File: config.mk
export PLATFORM = sky130hd
export DESIGN_NAME = multi_word_adder_sequencer_flat
export DESIGN_NICKNAME = d
export VERILOG_FILES = /design/src/rtl/adder_pkg.sv /design/src/rtl/multi_word_adder_sequencer_if.sv /design/src/rtl/ripple_carry_adder_4_bit.sv /design/src/rtl/multi_word_adder_sequencer.sv /design/src/flat_wrapper.sv
export SDC_FILE = /design/constraint.sdc
export NUM_CORES = 1
export LEC_CHECK = 0
export CAP_MARGIN = 10
export CELL_PAD_IN_SITES_DETAIL_PLACEMENT = 0
export CELL_PAD_IN_SITES_GLOBAL_PLACEMENT = 1
export CORE_MARGIN = 4
export CORE_UTILIZATION = 34
export DETAILED_ROUTE_END_ITERATION = 16
export GPL_ROUTABILITY_DRIVEN = 0
export GPL_TIMING_DRIVEN = 0
export HOLD_SLACK_MARGIN = 0.06
export PLACE_DENSITY_LB_ADDON = 0.1
export SYNTH_ARGS = -nofsm -noshare
export SYNTH_HDL_FRONTEND = slang
export SYNTH_SLANG_ARGS = --single-unit
File: constraint.sdc
create_clock -name clk -period 3 [get_ports clk]
set_input_delay 0.6 -clock clk [delete_from_list [all_inputs] [get_ports clk]]
set_output_delay 0.6 -clock clk [all_outputs]
set_load 0.01 [all_outputs]
File: src/rtl/adder_pkg.sv
// Shared types and constants for the nibble-serial adder sequencer.
package adder_pkg;

    localparam int unsigned NIBBLE_WIDTH = 4;

    typedef enum logic [1:0] {
        StIdle = 2'd0,
        StRun  = 2'd1,
        StDone = 2'd2
    } state_e;

    // Nibble counter width; never narrower than one bit.
    function automatic int unsigned idx_width(input int unsigned nibbles);
        return (nibbles > 1) ? $clog2(nibbles) : 1;
    endfunction

endpackage

File: src/rtl/multi_word_adder_sequencer_if.sv
// Start/busy/done request bus for the nibble-serial adder sequencer.
interface multi_word_adder_sequencer_if
    import adder_pkg::*;
#(
    parameter int unsigned NIBBLES = 4
);
    localparam int unsigned W = NIBBLE_WIDTH * NIBBLES;

    logic         start;
    logic [W-1:0] a;
    logic [W-1:0] b;
    logic         carry_in;
    logic         busy;
    logic         done;
    logic [W-1:0] sum;
    logic         carry_out;
    logic         overflow;

    modport master (
        output start, a, b, carry_in,
        input  busy, done, sum, carry_out, overflow
    );

    modport slave (
        input  start, a, b, carry_in,
        output busy, done, sum, carry_out, overflow
    );

endinterface

File: src/rtl/ripple_carry_adder_4_bit.sv
// Combinational 4-bit ripple-carry adder.
module ripple_carry_adder_4_bit
    import adder_pkg::*;
(
    input  logic [NIBBLE_WIDTH-1:0] a,
    input  logic [NIBBLE_WIDTH-1:0] b,
    input  logic                    carry_in,
    output logic [NIBBLE_WIDTH-1:0] sum,
    output logic                    carry_out
);

    logic carry;

    always_comb begin
        carry = carry_in;
        sum   = '0;
        for (int i = 0; i < int'(NIBBLE_WIDTH); i++) begin
            sum[i] = a[i] ^ b[i] ^ carry;
            carry  = (a[i] & b[i]) | (carry & (a[i] ^ b[i]));
        end
        carry_out = carry;
    end

endmodule

File: src/rtl/multi_word_adder_sequencer.sv
// Adds two NIBBLES-wide words through one shared 4-bit adder, one nibble per cycle,
// least-significant nibble first.
module multi_word_adder_sequencer
    import adder_pkg::*;
#(
    parameter int unsigned NIBBLES = 4
) (
    input logic                         clk,
    input logic                         reset,
    multi_word_adder_sequencer_if.slave bus
);

    localparam int unsigned W     = NIBBLE_WIDTH * NIBBLES;
    localparam int unsigned IDX_W = idx_width(NIBBLES);
    localparam logic [IDX_W-1:0] IDX_LAST = IDX_W'(NIBBLES - 1);

    state_e             state_q, state_d;
    logic [IDX_W-1:0]   idx_q, idx_d;
    logic [W-1:0]       a_q, a_d;
    logic [W-1:0]       b_q, b_d;
    logic               carry_q, carry_d;
    logic [W-1:0]       sum_q, sum_d;
    logic               carry_out_q, carry_out_d;
    logic               overflow_q, overflow_d;

    logic [NIBBLE_WIDTH-1:0] nib_a, nib_b, nib_sum;
    logic                    nib_carry;

    assign nib_a = a_q[idx_q * NIBBLE_WIDTH +: NIBBLE_WIDTH];
    assign nib_b = b_q[idx_q * NIBBLE_WIDTH +: NIBBLE_WIDTH];

    ripple_carry_adder_4_bit u_adder (
        .a         (nib_a),
        .b         (nib_b),
        .carry_in  (carry_q),
        .sum       (nib_sum),
        .carry_out (nib_carry)
    );

    always_comb begin
        state_d     = state_q;
        idx_d       = idx_q;
        a_d         = a_q;
        b_d         = b_q;
        carry_d     = carry_q;
        sum_d       = sum_q;
        carry_out_d = carry_out_q;
        overflow_d  = overflow_q;

        unique case (state_q)
            StIdle: begin
                if (bus.start) begin
                    state_d = StRun;
                    a_d     = bus.a;
                    b_d     = bus.b;
                    carry_d = bus.carry_in;
                    idx_d   = '0;
                end
            end
            StRun: begin
                sum_d[idx_q * NIBBLE_WIDTH +: NIBBLE_WIDTH] = nib_sum;
                carry_d = nib_carry;
                if (idx_q == IDX_LAST) begin
                    state_d     = StDone;
                    carry_out_d = nib_carry;
                    // The top nibble is being written this cycle, so its MSB is the final sign.
                    overflow_d  = (a_q[W-1] == b_q[W-1]) && (nib_sum[NIBBLE_WIDTH-1] != a_q[W-1]);
                end else begin
                    idx_d = idx_q + IDX_W'(1);
                end
            end
            StDone: begin
                state_d = StIdle;
            end
            default: begin
                state_d = StIdle;
            end
        endcase
    end

    always_ff @(posedge clk) begin
        if (reset) begin
            state_q     <= StIdle;
            idx_q       <= '0;
            a_q         <= '0;
            b_q         <= '0;
            carry_q     <= 1'b0;
            sum_q       <= '0;
            carry_out_q <= 1'b0;
            overflow_q  <= 1'b0;
        end else begin
            state_q     <= state_d;
            idx_q       <= idx_d;
            a_q         <= a_d;
            b_q         <= b_d;
            carry_q     <= carry_d;
            sum_q       <= sum_d;
            carry_out_q <= carry_out_d;
            overflow_q  <= overflow_d;
        end
    end

    assign bus.busy      = (state_q != StIdle);
    assign bus.done      = (state_q == StDone);
    assign bus.sum       = sum_q;
    assign bus.carry_out = carry_out_q;
    assign bus.overflow  = overflow_q;

endmodule

File: src/flat_wrapper.sv
// flat-port wrapper written by rule: the top's interface ports become plain ports
module multi_word_adder_sequencer_flat import adder_pkg::*;
#(
    parameter int unsigned NIBBLES = 4
)
  (clk, reset, bus_start, bus_a, bus_b, bus_carry_in, bus_busy, bus_done, bus_sum, bus_carry_out, bus_overflow);
  multi_word_adder_sequencer_if #(.NIBBLES(NIBBLES)) bus_i ();
  input logic clk;
  input logic reset;
  input wire logic [$bits(bus_i.start)-1:0] bus_start;
  input wire logic [$bits(bus_i.a)-1:0] bus_a;
  input wire logic [$bits(bus_i.b)-1:0] bus_b;
  input wire logic [$bits(bus_i.carry_in)-1:0] bus_carry_in;
  output wire logic [$bits(bus_i.busy)-1:0] bus_busy;
  output wire logic [$bits(bus_i.done)-1:0] bus_done;
  output wire logic [$bits(bus_i.sum)-1:0] bus_sum;
  output wire logic [$bits(bus_i.carry_out)-1:0] bus_carry_out;
  output wire logic [$bits(bus_i.overflow)-1:0] bus_overflow;
  assign bus_i.start = bus_start;
  assign bus_i.a = bus_a;
  assign bus_i.b = bus_b;
  assign bus_i.carry_in = bus_carry_in;
  assign bus_busy = bus_i.busy;
  assign bus_done = bus_i.done;
  assign bus_sum = bus_i.sum;
  assign bus_carry_out = bus_i.carry_out;
  assign bus_overflow = bus_i.overflow;
  multi_word_adder_sequencer #(.NIBBLES(NIBBLES)) u_core (.clk(clk), .reset(reset), .bus(bus_i));
endmodule
### Word level (Yosys, flattened, before mapping)

Cells that the tools add are included.

| word-level totals | value |
|---|---|
| register bits | 55 |
| input bits | 36 |

| operators by class | value |
|---|---|
| $add $sub $neg | 2 |
| equal/unequal tests | 8 |
| shift operators | 4 |
| muxes and demuxes | 9 |
| bitwise logic cells | 20 |
| reductions and logical operators | 9 |

Operator list:

| kind | number |
|---|---|
| 4-bit negation with 34-bit output | 1 |
| 4-bit by 34-bit variable shift with 16-bit output (first input constant) | 1 |
| 4-bit by 34-bit indexed part select with 16-bit output | 1 |
| 16-bit by 5-bit indexed part select with 4-bit output | 2 |
| 16-bit bitwise mux | 1 |
| 1-bit AND | 8 |
| 2-bit two-way mux | 4 |
| 2-bit one-hot mux with 2 select lines | 2 |
| 2-bit AND reduction | 4 |
| 1-bit XOR | 8 |
| 2-bit equality test (second input constant) | 2 |
| 2-bit != test (second input constant) | 2 |
| 1-bit bitwise OR | 4 |
| 2-bit nonzero test | 2 |
| 3-bit AND reduction | 1 |
| 2-bit by 1-bit adder with 2-bit output (second input constant) | 1 |
| 2-bit by 1-bit equality test with 1-bit output (second input constant) | 1 |
| 2-bit logical NOT | 1 |
| 2-bit by 1-bit != test with 1-bit output (second input constant) | 1 |
| 1-bit one-hot mux with 2 select lines | 1 |
| 1-bit equality test | 1 |
| 1-bit logical AND | 1 |
| 1-bit two-way mux | 1 |
| 1-bit != test | 1 |

### Logic depth before layout (Yosys ltp)

Gate-level depths: netlist (run 1).

| logic depth | value |
|---|---|
| word-level depth | 11 |
| gate-level depth with buffers | 9 |
| depth with buffers taken out | 8 |

### Cells and area by module

A second synthesis (run 1) with hierarchy kept.

| second synthesis, totals | value |
|---|---|
| cells, all modules | 270 |
| area total of the unflattened synthesis | 2448.6 µm² |

Modules (own cells, without submodules):

| module | times used | cells an instance | area an instance (µm²) | sequential area each (µm²) |
|---|---|---|---|---|
| multi_word_adder_sequencer | 1 | 256 | 2331.0 | 1101.1 |
| ripple_carry_adder_4_bit | 1 | 14 | 117.6 | 0.0 |

### Worst setup path before layout (run 1)

OpenSTA, ideal clock, no wires.

| timing path | value |
|---|---|
| path type | flip-flop to flip-flop |
| from | register u_core.idx_q[0] |
| to | register u_core.overflow_q (netlist: u_core.bus.overflow) |
| arrival time | 3195 ps |
| required time | 2914 ps |
| slack | -281 ps |
| cell stages (with the launch flop) | 9 |
| period minus slack after synthesis | 3281 ps |
| cells stage by stage | dfxtp_1 buf_4 mux4_2 fa_1 fa_1 fa_1 fa_1 nand3b_1 a211oi_1 |

| between the ends | value |
|---|---|
| longest elaborated chain between the ends | 11 |
| elaborated cells on any way between the ends | 20 |
| those cells by class | eq/ne: 2; shift: 2; bitwise: 14; reduce/logical: 2 |

RTL lines:

| what | line | source |
|---|---|---|
| from (decl) | multi_word_adder_sequencer.sv:18 | `logic [IDX_W-1:0] idx_q, idx_d;` |
| from (signal assigned) | multi_word_adder_sequencer.sv:93 | `idx_q <= idx_d;` |
| 16-bit by 5-bit indexed part select with 4-bit output (on tied branches) | multi_word_adder_sequencer.sv:29, multi_word_adder_sequencer.sv:30 |  |
| 1-bit XOR | ripple_carry_adder_4_bit.sv:19 | `carry = (a[i] & b[i]) \| (carry & (a[i] ^ b[i]));` |
| 1-bit AND | ripple_carry_adder_4_bit.sv:19 |  |
| 1-bit bitwise OR | ripple_carry_adder_4_bit.sv:19 |  |
| 1-bit AND | ripple_carry_adder_4_bit.sv:19 |  |
| 1-bit bitwise OR | ripple_carry_adder_4_bit.sv:19 |  |
| 1-bit AND | ripple_carry_adder_4_bit.sv:19 |  |
| 1-bit bitwise OR | ripple_carry_adder_4_bit.sv:19 |  |
| 1-bit XOR | ripple_carry_adder_4_bit.sv:18 | `sum[i] = a[i] ^ b[i] ^ carry;` |
| 1-bit != test | multi_word_adder_sequencer.sv:67 | `overflow_d = (a_q[W-1] == b_q[W-1]) && (nib_sum[NIBBLE_WIDTH-1] != a_q[W-1]);` |
| 1-bit logical AND | multi_word_adder_sequencer.sv:67 |  |
| to (signal assigned) | multi_word_adder_sequencer.sv:99 | `overflow_q <= overflow_d;` |
| to (decl) | multi_word_adder_sequencer.sv:24 | `logic overflow_q, overflow_d;` |

Parallel ways exist; a longest one is shown, timed or not.
A chain may end at the register's enable or synchronous reset.

### Worst setup path after layout (run 1)

| timing path | value |
|---|---|
| from | register u_core.idx_q[0] |
| to | register u_core.sum_q[7] (netlist: u_core.bus.sum[7]) |

| between the ends | value |
|---|---|
| longest elaborated chain between the ends | 11 |
| elaborated cells on any way between the ends | 23 |
| those cells by class | add/sub: 1; shift: 4; mux: 1; bitwise: 17 |

RTL lines:

| what | line | source |
|---|---|---|
| 16-bit by 5-bit indexed part select with 4-bit output (on tied branches) | multi_word_adder_sequencer.sv:29, multi_word_adder_sequencer.sv:30 |  |
| 1-bit XOR | ripple_carry_adder_4_bit.sv:18, ripple_carry_adder_4_bit.sv:19 |  |
| 1-bit AND | ripple_carry_adder_4_bit.sv:19 |  |
| 1-bit bitwise OR | ripple_carry_adder_4_bit.sv:19 |  |
| 1-bit AND | ripple_carry_adder_4_bit.sv:19 |  |
| 1-bit bitwise OR | ripple_carry_adder_4_bit.sv:19 |  |
| 1-bit AND | ripple_carry_adder_4_bit.sv:19 |  |
| 1-bit bitwise OR | ripple_carry_adder_4_bit.sv:19 |  |
| 1-bit XOR | ripple_carry_adder_4_bit.sv:18 |  |
| 4-bit by 34-bit indexed part select with 16-bit output | multi_word_adder_sequencer.sv:61 | `sum_d[idx_q * NIBBLE_WIDTH +: NIBBLE_WIDTH] = nib_sum;` |
| 16-bit bitwise mux * | multi_word_adder_sequencer.sv:61 |  |
| to (signal assigned) | multi_word_adder_sequencer.sv:97 | `sum_q <= sum_d;` |
| to (decl) | multi_word_adder_sequencer.sv:22 | `logic [W-1:0] sum_q, sum_d;` |

Mark *: on every way between the ends. The rest lies on a longest branch, timed or not.

==> results of run 1 <==
power by group:
| group | internal (mW) | total (mW) | switching [mW] |
|---|---|---|---|
| Combinational | 0.151 | 0.290 | 0.139 |
| Clock | 0.211 | 0.449 | 0.238 |
| Sequential | 0.763 | 0.785 | 0.0220 |
| Total | 1.13 | 1.52 | 0.399 |
cell families after synthesis:
family	Yosys count	synth area share, %
AO/OA/AOI/OAI	60	14.78
AND/OR/NAND/NOR	107	21.05
flip-flops	55	45.17
buffers and inverters	22	4.825
adder cells (fa/ha/maj)	10	6.366
multiplexers	9	7.803
stage by stage:
stage                     instances  instance area (µm²)  setup TNS [ps]  hold WS, ps  util, %
after detailed placement        413                 3118           -1381        446.1    45.39
after global routing            427                 3307          -819.8        480.0    48.14
final                           427                 3307          -170.9        458.9    48.14
after CTS                       426                 3288          -301.0        459.8    47.87
after global placement          413                 3118           -1353        441.1    45.39
after floorplan                 263                 2457          -17.14        433.1        -
repair_timing:
| action | in CTS | in global routing |
|---|---|---|
| resized for setup | 5 | 2 |
| buffers inserted | 5 | 1 |
| setup endpoints to repair | 6 | 6 |
| cloned | 0 | 0 |
| pin swaps | 4 | 2 |
| hold buffers | 0 | 0 |
metal layers:
metal / track usage [%] / part of all wire [%] / vias to the layer above
li1: - / - / 1051
met1: 21.39 / 49 / 965
met2: 23.56 / 47 / 32
met3: 2.924 / 3.4 / 5
met4: 3.663 / 0.79 / 0
met5: 0 / 0 / -
registers in the layout (all words and copies together) (netlist names):
signal	count
u_core.a_q	16
u_core.b_q	16
u_core.bus.sum	16
u_core.idx_q	2
u_core.state_q	2
u_core.bus.carry_out	1
u_core.bus.overflow	1
u_core.carry_q	1
worst max-delay path, stage by stage, from the launching register on:
cell and delay, ps:
sky130_fd_sc_hd__dfxtp_4 390, sky130_fd_sc_hd__buf_6 100, sky130_fd_sc_hd__mux4_2 520, sky130_fd_sc_hd__fa_2 370
sky130_fd_sc_hd__fa_2 340, sky130_fd_sc_hd__fa_2 350, sky130_fd_sc_hd__fa_2 490, sky130_fd_sc_hd__buf_12 160
sky130_fd_sc_hd__a32oi_1 160, sky130_fd_sc_hd__nor2_1 50
worst paths after layout:
check                  start                end  slack [ps]  cells past startpoint
max          u_core.idx_q[0]  u_core.bus.sum[7]         -50                      9
min           u_core.a_q[10]     u_core.a_q[10]         460                      2
max reg2reg  u_core.idx_q[0]  u_core.bus.sum[7]         -50                      9
min reg2reg   u_core.a_q[10]     u_core.a_q[10]         460                      2
area by class of cell:
class,count,area [µm²],area share [%]
Sequential cell,55,1105,33.41
Tap cell,96,120.1,3.632
Clock buffer,8,100.1,3.027
Multi-Input combinational cell,186,1240,37.50
Buffer,19,128.9,3.897
Inverter,3,11.26,0.3405
Timing Repair Buffer,60,601.8,18.20
layout by cell type (no fill, tap or decap), types with 5 or more instances in the layout:
cell type,instances
sky130_fd_sc_hd__a21oi_1,40
sky130_fd_sc_hd__a32oi_1,11
sky130_fd_sc_hd__buf_2,7
sky130_fd_sc_hd__clkbuf_1,7
sky130_fd_sc_hd__clkbuf_8,8
sky130_fd_sc_hd__clkdlybuf4s50_1,54
sky130_fd_sc_hd__dfxtp_1,54
sky130_fd_sc_hd__ha_1,6
sky130_fd_sc_hd__mux4_2,8
sky130_fd_sc_hd__nand2_1,64
sky130_fd_sc_hd__nand3b_1,6
sky130_fd_sc_hd__nand4b_1,5
sky130_fd_sc_hd__nor2_1,16
==> flow_summary.ini, run 1 <==
[logic_synthesis]
postSynthAreaPerCell_um2 = 9.267
sequential_element_share_of_the_synthesized_area_pct = 45.17
synth_seq_cells = 55
synth-async-reset-ratio_pct = 0
yosys-top-cells-area = sky130_fd_sc_hd__dfxtp_1 (45%), sky130_fd_sc_hd__nand2_1 (9.9%), sky130_fd_sc_hd__a21oi_1 (8.4%), sky130_fd_sc_hd__mux4_2 (7.4%), sky130_fd_sc_hd__a32oi_1 (4.3%)
mappedNetlistNets = 309
most_used_flip_flop_cell_after_synthesis = sky130_fd_sc_hd__dfxtp_1
synthMostInstantiatedCell = sky130_fd_sc_hd__nand2_1
netlist_top_cells_count = sky130_fd_sc_hd__nand2_1 (64), sky130_fd_sc_hd__dfxtp_1 (55), sky130_fd_sc_hd__a21oi_1 (41), sky130_fd_sc_hd__nor2_1 (16), sky130_fd_sc_hd__a32oi_1 (12)
post-synth-top-area-fraction_pct = 45.17
synth_cells = 263
synth_enable_flop_cells = 0
netlist.top_cell.by_area = sky130_fd_sc_hd__dfxtp_1
synth.cell_area_um2 = 2437
ys.warnings.count = 0
post_synth_num_cell_types = 33

[clock_tree]
ctsHtreeMaxLevel = 2
clock_tree_root_driver_cell = sky130_fd_sc_hd__clkbuf_8
clk-insertion-delay-late_ps = 310
clkSlewWorstSetupHoldPaths_ps = 100
cts_tree = yes
numCtsBuffers = 5
cts_max_path_buffers = 2
cts_sinks = 55

[die]
design.core.area_um2 = 6869
rows = 30
design.die.area_um2 = 8587
die_x_um = 92.67
start_util_pct = 35.48
ioPinCount = 56
die_y_um = 92.67

[timing]
setup_ws_ps = -50.98
worst_pin_slew_ps = 535.1
final_critical_period_ps = 3051
setup-violations-final = 4
fmax_ghz = 0.3278
remaining_max_slew_budget_at_the_tightest_pin_pct = 64.33
final.setup_skew_ps = 7.350
finalHoldViolations = 0
finalMaxSlewViolations = 0
post-route-period-util_pct = 101.7
rsz_0062_raised_after_global_routing = yes

[outcome]
status = complete, but fails checks
failed_checks = setup timing

[setup_path]
crit_path_start_kind = register
arrival_ps = 3240
endpoint_kind = register
crit_type = reg2reg
worst-endpoint-required_ps = 3190
worst-path-max-fanout = 4

[flow_run]
max-cap-violations = 0

[global_routing]
number_of_antenna_violations_at_the_first_check_in_global_routing = 0
grt_max_degree = 16
global_route.overflow_total = 0
global_route_wire_length_before_repair_um = 10120
grt_use_total_pct = 15.05
via_count_of_the_first_global_routing_pass = 1978

[place]
dp_slack_ps = -323.3
numPortBuffers = 54
dp_hpwl_um = 4550

[drt]
vias = 2053
routed_via_density = 4.808
dr.pass1.iters = 4
routed_wirelength_um = 6305
post-route-drc-count = 0
post_route_antenna_net_violation_count = 0
routed_wire_length_per_instance_um = 14.77
drt_iter0_drc = 79

[hold_path]
min-delay-path-class = reg2reg

[final_layout]
num-fill-cells = 684
share_of_layout_cells_above_drive_strength_1_pct = 13.90
areaGrowthSynthToFinish_pct = 35.68
num_antenna_cells = 0
final_nets = 376

[power_and_ir_drop]
power_per_cell_area_nw_per_um2 = 461.1
worst_ir_drop_vdd_uv = 215.9
cellLeakagePower_nw = 1.202
post-layout-total-power_mw = 1.525
No activity file was read; power rests on OpenSTA's default activity.
==> inputs of run 2 (changes only) <==
--- a/config.mk
+++ b/config.mk
@@ -5,7 +5,7 @@
 export SDC_FILE = /design/constraint.sdc
 export NUM_CORES = 1
 export LEC_CHECK = 0
-export CAP_MARGIN = 10
+export CAP_MARGIN = 30
 export CELL_PAD_IN_SITES_DETAIL_PLACEMENT = 0
 export CELL_PAD_IN_SITES_GLOBAL_PLACEMENT = 1
 export CORE_MARGIN = 4
==> results of run 2 <==
Same layout as run 1: the final DEF is identical, and so are final timing and power.
==> inputs of run 3 (changes only) <==
--- a/config.mk
+++ b/config.mk
@@ -15,6 +15,7 @@
 export GPL_TIMING_DRIVEN = 0
 export HOLD_SLACK_MARGIN = 0.06
 export PLACE_DENSITY_LB_ADDON = 0.1
+export SKIP_CTS_REPAIR_TIMING = 1
 export SYNTH_ARGS = -nofsm -noshare
 export SYNTH_HDL_FRONTEND = slang
 export SYNTH_SLANG_ARGS = --single-unit
==> run 3 against run 2 <==
The flow still finishes with violations (setup timing). Via count rose by 2.1%. Critical endpoint unchanged. Worst hold slack barely moved. Power is 0.58% higher. Largest power group unchanged.
==> flow_summary.ini, run 3 (same netlist as run 1, synthesis figures left out) <==
[drt]
drt_iter0_drc = 63
routed_wirelength_um = 6309
routed_wire_length_per_instance_um = 14.47
post_route_antenna_net_violation_count = 0
dr.pass1.iters = 4
vias = 2096
routed_via_density = 4.807
post-route-drc-count = 0

[setup_path]
worst-path-max-fanout = 6
crit_type = reg2reg
r2r.worst_path.cells = 9
slack_of_the_worst_reg_to_reg_path_ps = -80
reg2reg_from = u_core.idx_q[0]
timing.rr.end = u_core.bus.sum[7]
crit_path_start_kind = register
worst-endpoint-required_ps = 3190
arrival_ps = 3270
endpoint_kind = register

[final_layout]
layout.cells.most_common = sky130_fd_sc_hd__nand2_1
finalCoreUtilization_pct = 48.93
num_antenna_cells = 0
layout.cell_area.non_filler_um2 = 3361
share_of_layout_cells_above_drive_strength_1_pct = 16.47
most-common-layout-cells = sky130_fd_sc_hd__nand2_1 (64), sky130_fd_sc_hd__clkdlybuf4s50_1 (54), sky130_fd_sc_hd__dfxtp_1 (54)
num-fill-cells = 673
final_nets = 385
areaGrowthSynthToFinish_pct = 37.88

[power_and_ir_drop]
worst_ir_drop_vdd_uv = 215.3
cellLeakagePower_nw = 1.246
post-layout-total-power_mw = 1.534
power_per_cell_area_nw_per_um2 = 456.3

[global_routing]
via_count_of_the_first_global_routing_pass = 1978
grt_max_degree = 16
grt_use_total_pct = 14.88
global_route.overflow_total = 0
number_of_antenna_violations_at_the_first_check_in_global_routing = 0
global_route_wire_length_before_repair_um = 10030

[outcome]
status = complete, but fails checks
failed_checks = setup timing

[place]
numPortBuffers = 54
dpl-instance-area_um2 = 3118
dp_hpwl_um = 4550

[timing]
fmax_ghz = 0.3247
finalMaxSlewViolations = 0
finalHoldViolations = 0
remaining_max_slew_budget_at_the_tightest_pin_pct = 63.92
final.setup_skew_ps = 9.053
setup-violations-final = 5
final_critical_period_ps = 3080
setup_ws_ps = -80.22
rsz_0062_raised_after_global_routing = yes
post-route-period-util_pct = 102.7
worst_pin_slew_ps = 541.2

[die]
design.core.area_um2 = 6869
rows = 30
design.die.area_um2 = 8587
die_y_um = 92.67
start_util_pct = 35.48
die_x_um = 92.67
ioPinCount = 56

[hold_path]
min-delay-path-class = reg2reg
holdPathEnd = u_core.b_q[3]
hold_depth = 2
min-delay-start = u_core.b_q[3]

[clock_tree]
numCtsBuffers = 5
cts_tree = yes
cts_max_path_buffers = 2
ctsHtreeMaxLevel = 2
clk-insertion-delay-late_ps = 300
clock_tree_root_driver_cell = sky130_fd_sc_hd__clkbuf_8
clkSlewWorstSetupHoldPaths_ps = 100
cts_sinks = 55

[flow_run]
max-cap-violations = 0
==> run 3: worst max-delay path by stage <==
stage / startpoint / to / slack (ps) / cells after the start
3_3_place_gp: u_core.idx_q[0] / u_core.bus.overflow / -310 / 8
4_1_cts: u_core.idx_q[0] / u_core.bus.overflow / -350 / 8
2_1_floorplan: u_core.idx_q[0] / u_core.bus.overflow / -20 / 8
3_5_place_dp: u_core.idx_q[0] / u_core.bus.overflow / -320 / 8
5_1_grt: u_core.idx_q[0] / u_core.bus.sum[7] / -200 / 9
6_report: u_core.idx_q[0] / u_core.bus.sum[7] / -80 / 9
==> run 3: area by class of cell <==
class | count | area, µm² | share of cell area [%]
well taps | 96 | 120.1 | 3.574
multi-input cells | 186 | 1245 | 37.04
flip-flops and latches | 55 | 1105 | 32.87
clock buffers | 8 | 100.1 | 2.978
plain buffers | 19 | 122.6 | 3.649
inverters | 3 | 11.26 | 0.3351
repair buffers | 69 | 656.9 | 19.55
==> run 3: metal layers <==
layer / GRT usage, % / vias up / wire length (µm)
li1: - / 1069 / -
met2: 23.81 / 31 / 3044
met3: 3.087 / 5 / 209
met5: 0 / - / 0
met4: 4.029 / 0 / 48
met1: 20.42 / 991 / 3007
==> run 3: power by group <==
group	switching [mW]	total [mW]	leakage, nW	internal [mW]
Combinational	0.140	0.298	0.744	0.158
Sequential	0.0229	0.786	0.450	0.763
Clock	0.238	0.449	0.0515	0.211
==> run 3: through the flow <==
stage	hold slack [ps]	setup WS, ps	std cells	TNS (ps)
3_5_place_dp	446.1	-323.3	413	-1381
5_1_grt	480.0	-195.2	436	-907.3
4_1_cts	459.8	-347.0	421	-1490
3_3_place_gp	441.1	-312.3	413	-1353
6_report	459.1	-80.22	436	-305.7
2_1_floorplan	433.1	-17.14	263	-17.14
==> run 3: worst max-delay path: stages (launching register included) <==
cell and delay (ps):
sky130_fd_sc_hd__dfxtp_4 410, sky130_fd_sc_hd__buf_12 120, sky130_fd_sc_hd__mux4_2 530, sky130_fd_sc_hd__fa_2 360, sky130_fd_sc_hd__fa_2 340, sky130_fd_sc_hd__fa_2 340, sky130_fd_sc_hd__fa_2 480, sky130_fd_sc_hd__buf_4 170
sky130_fd_sc_hd__a32oi_1 160, sky130_fd_sc_hd__nor2_1 50
==> edit (settings of run 1) <==
`a_q`, `b_q` and `sum_q` no longer have a reset.
--- a/src/rtl/multi_word_adder_sequencer.sv
+++ b/src/rtl/multi_word_adder_sequencer.sv
@@ -83,8 +83,5 @@
             state_q     <= StIdle;
             idx_q       <= '0;
-            a_q         <= '0;
-            b_q         <= '0;
             carry_q     <= 1'b0;
-            sum_q       <= '0;
             carry_out_q <= 1'b0;
             overflow_q  <= 1'b0;
@@ -92,11 +89,14 @@
             state_q     <= state_d;
             idx_q       <= idx_d;
-            a_q         <= a_d;
-            b_q         <= b_d;
             carry_q     <= carry_d;
-            sum_q       <= sum_d;
             carry_out_q <= carry_out_d;
             overflow_q  <= overflow_d;
         end
+    end
+
+    always_ff @(posedge clk) begin
+        a_q   <= a_d;
+        b_q   <= b_d;
+        sum_q <= sum_d;
     end
 
Check against the original RTL: differs if reset is asserted again (counterexample within 4 cycles, from zero or initial values and one cycle with reset high); with reset held inactive, the same outputs for 10 cycles.
==> edit against run 1 <==
- sequential share of layout area is 17 points higher
- cell area is 5.6% lower
- synthesized cell count is 45% lower
- die area is 4.0% lower
- setup slack better by 180 ps
- total power is 0.28% higher
- hold slack better by 20 ps
- synthesized area is 4.4% lower
- critical endpoint is now u_core.bus.overflow
- routed wire length is 32% lower
- sequential cell count stayed put
==> edit: results (changes against run 1) <==
Final Skew - 8.780 ps (+1.430 ps)
IO Port Bufs - 55 (+1.9%)
Status - completed
Dpl ws - -365.4 ps (-42.09 ps)
Syn Nets - 190 (-39%)
Post-Synth Adder-Cell Area - 0.06656 (+0.002904)
First-pass GRT wire length - 6955 µm (-31%)
Post-CTS sizing - 11 (+6)
Total power divided by cell area - 490.0 mW/mm² (+6.3%)
Met3 routed WL - 328 µm (+53%)
Post-synthesis compound-gate area fraction - 0.03113 (-0.1167)
First-pass DRT Iterations - 4 (unchanged)
Fill count - 562 (-18%)
Number of antenna violations at the first check in global routing - 0 (unchanged)
Clock group power - 0.392 mW (-13%)
Synth Area in XOR/XNOR - 0 (unchanged)
Max H-tree Level - 2 (unchanged)
Mux contribution to synthesized area - 0.08374 (+0.005707)
Nets - 257 (-32%)
Synth cell count leaders - edfxtp_1 (48), inv_1 (10), nor2_1 (8)
Pin count of the biggest net entering global routing - 18 (+2)
Synth area leaders - edfxtp_1 (62%), dfxtp_1 (6.0%), mux4_1 (4.5%)
Post-DP HPWL - 3271 µm (-28%)
DR vias - 1376 (-33%)
Wl on met1 - 1653 µm (-47%)
Ys flop type - edfxtp_1
Critical path's slowest cell - fa_2
Max layer used - met4
Share of layout cells above drive strength 1 - 0.1698 (+0.03084)
Sequential fraction of the synthesis area - 0.6785 (+0.2267)
Leakage Power - 1.110 nW (-7.7%)
Slew headroom - 0.4238 (-0.2195)
Met2 Wirelength - 2259 µm (-23%)
Vias in the first global route - 1497 (-24%)
Max FO, Critical Path - 6 (+2)
Post-CTS Setup Repair Bufs - 5 (unchanged)
N_diodes - 0 (unchanged)
CTS root buf - clkbuf_8
Yosys cell types - 29 (-12%)
VDD IR max - 0.2524 mV (+17%)
Worst min-delay path class - reg2reg
Internal power - 1.176 mW (+4.4%)
Total GRT Usage - 0.1081 (-0.04249)
Max incr delay on CP - 550 ps (+30 ps)
WL final - 4298 µm (-32%)
Clk Latency, worst-skew pair - 300 ps
Clk buf depth - 2 (unchanged)
Synth Warn # - 0 (unchanged)
Post-synth EDFFs - 48 (+48)
Async S/R FF share, synth - 0 (unchanged)
Proportion of power drawn by flip-flops and latches - 0.582 (+0.067)
CP arrival - 3060 ps (-180 ps)
Worst-path clk slew - 90 ps
Drt initial violations - 48 (-39%)
CTS Buf Count - 5 (unchanged)
edit: final timing paths:
kind	start	end	slack [ps]	cells past startpoint
hold / removal	u_core.bus.carry_out	u_core.bus.carry_out	480	2
setup / recovery	u_core.idx_q[0]	u_core.bus.overflow	130	10
setup reg to reg	u_core.idx_q[0]	u_core.bus.overflow	130	10
hold reg to reg	u_core.bus.carry_out	u_core.bus.carry_out	480	2
edit: area by class of cell:
type | count | area [µm²] | area share
plain buffers | 4 | 36.28 | 0.01163
multi-input cells | 73 | 671.9 | 0.2153
flip-flops and latches | 55 | 1587 | 0.5084
inverters | 11 | 41.29 | 0.01323
repair buffers | 61 | 603.1 | 0.1933
well taps | 77 | 96.34 | 0.03087
clock buffers | 6 | 72.57 | 0.02326
clock inverters | 2 | 12.51 | 0.004010
edit: stage by stage:
| stage | hold slack [ps] | instance area, µm² | std cells | utilization |
|---|---|---|---|---|
| 5_1_grt | 513.2 | 3120 | 289 | 0.4804 |
| 6_report | 478.6 | 3120 | 289 | 0.4804 |
| 4_1_cts | 485.9 | 3134 | 290 | 0.4826 |
| 3_5_place_dp | 472.0 | 2995 | 277 | 0.4612 |
| 2_1_floorplan | 474.5 | 2331 | 144 | - |
| 3_3_place_gp | 447.6 | 2978 | 276 | 0.4585 |
edit: critical path: cells and delay by family (launching register included):
| kind | cells | cell delay (ps) |
|---|---|---|
| AO/OA/AOI/OAI | 1 | 280 |
| adder cells (fa/ha/maj) | 4 | 1320 |
| buffers and inverters | 2 | 110 |
| flip-flops | 1 | 400 |
| multiplexers | 1 | 520 |
| AND/OR/NAND/NOR | 2 | 130 |
edit: metal layers:
layer / track usage / vias to the layer above
li1: - / 671
met1: 0.1088 / 654
met2: 0.2032 / 46
met3: 0.03917 / 5
met4: 0.03769 / 0
met5: 0 / -
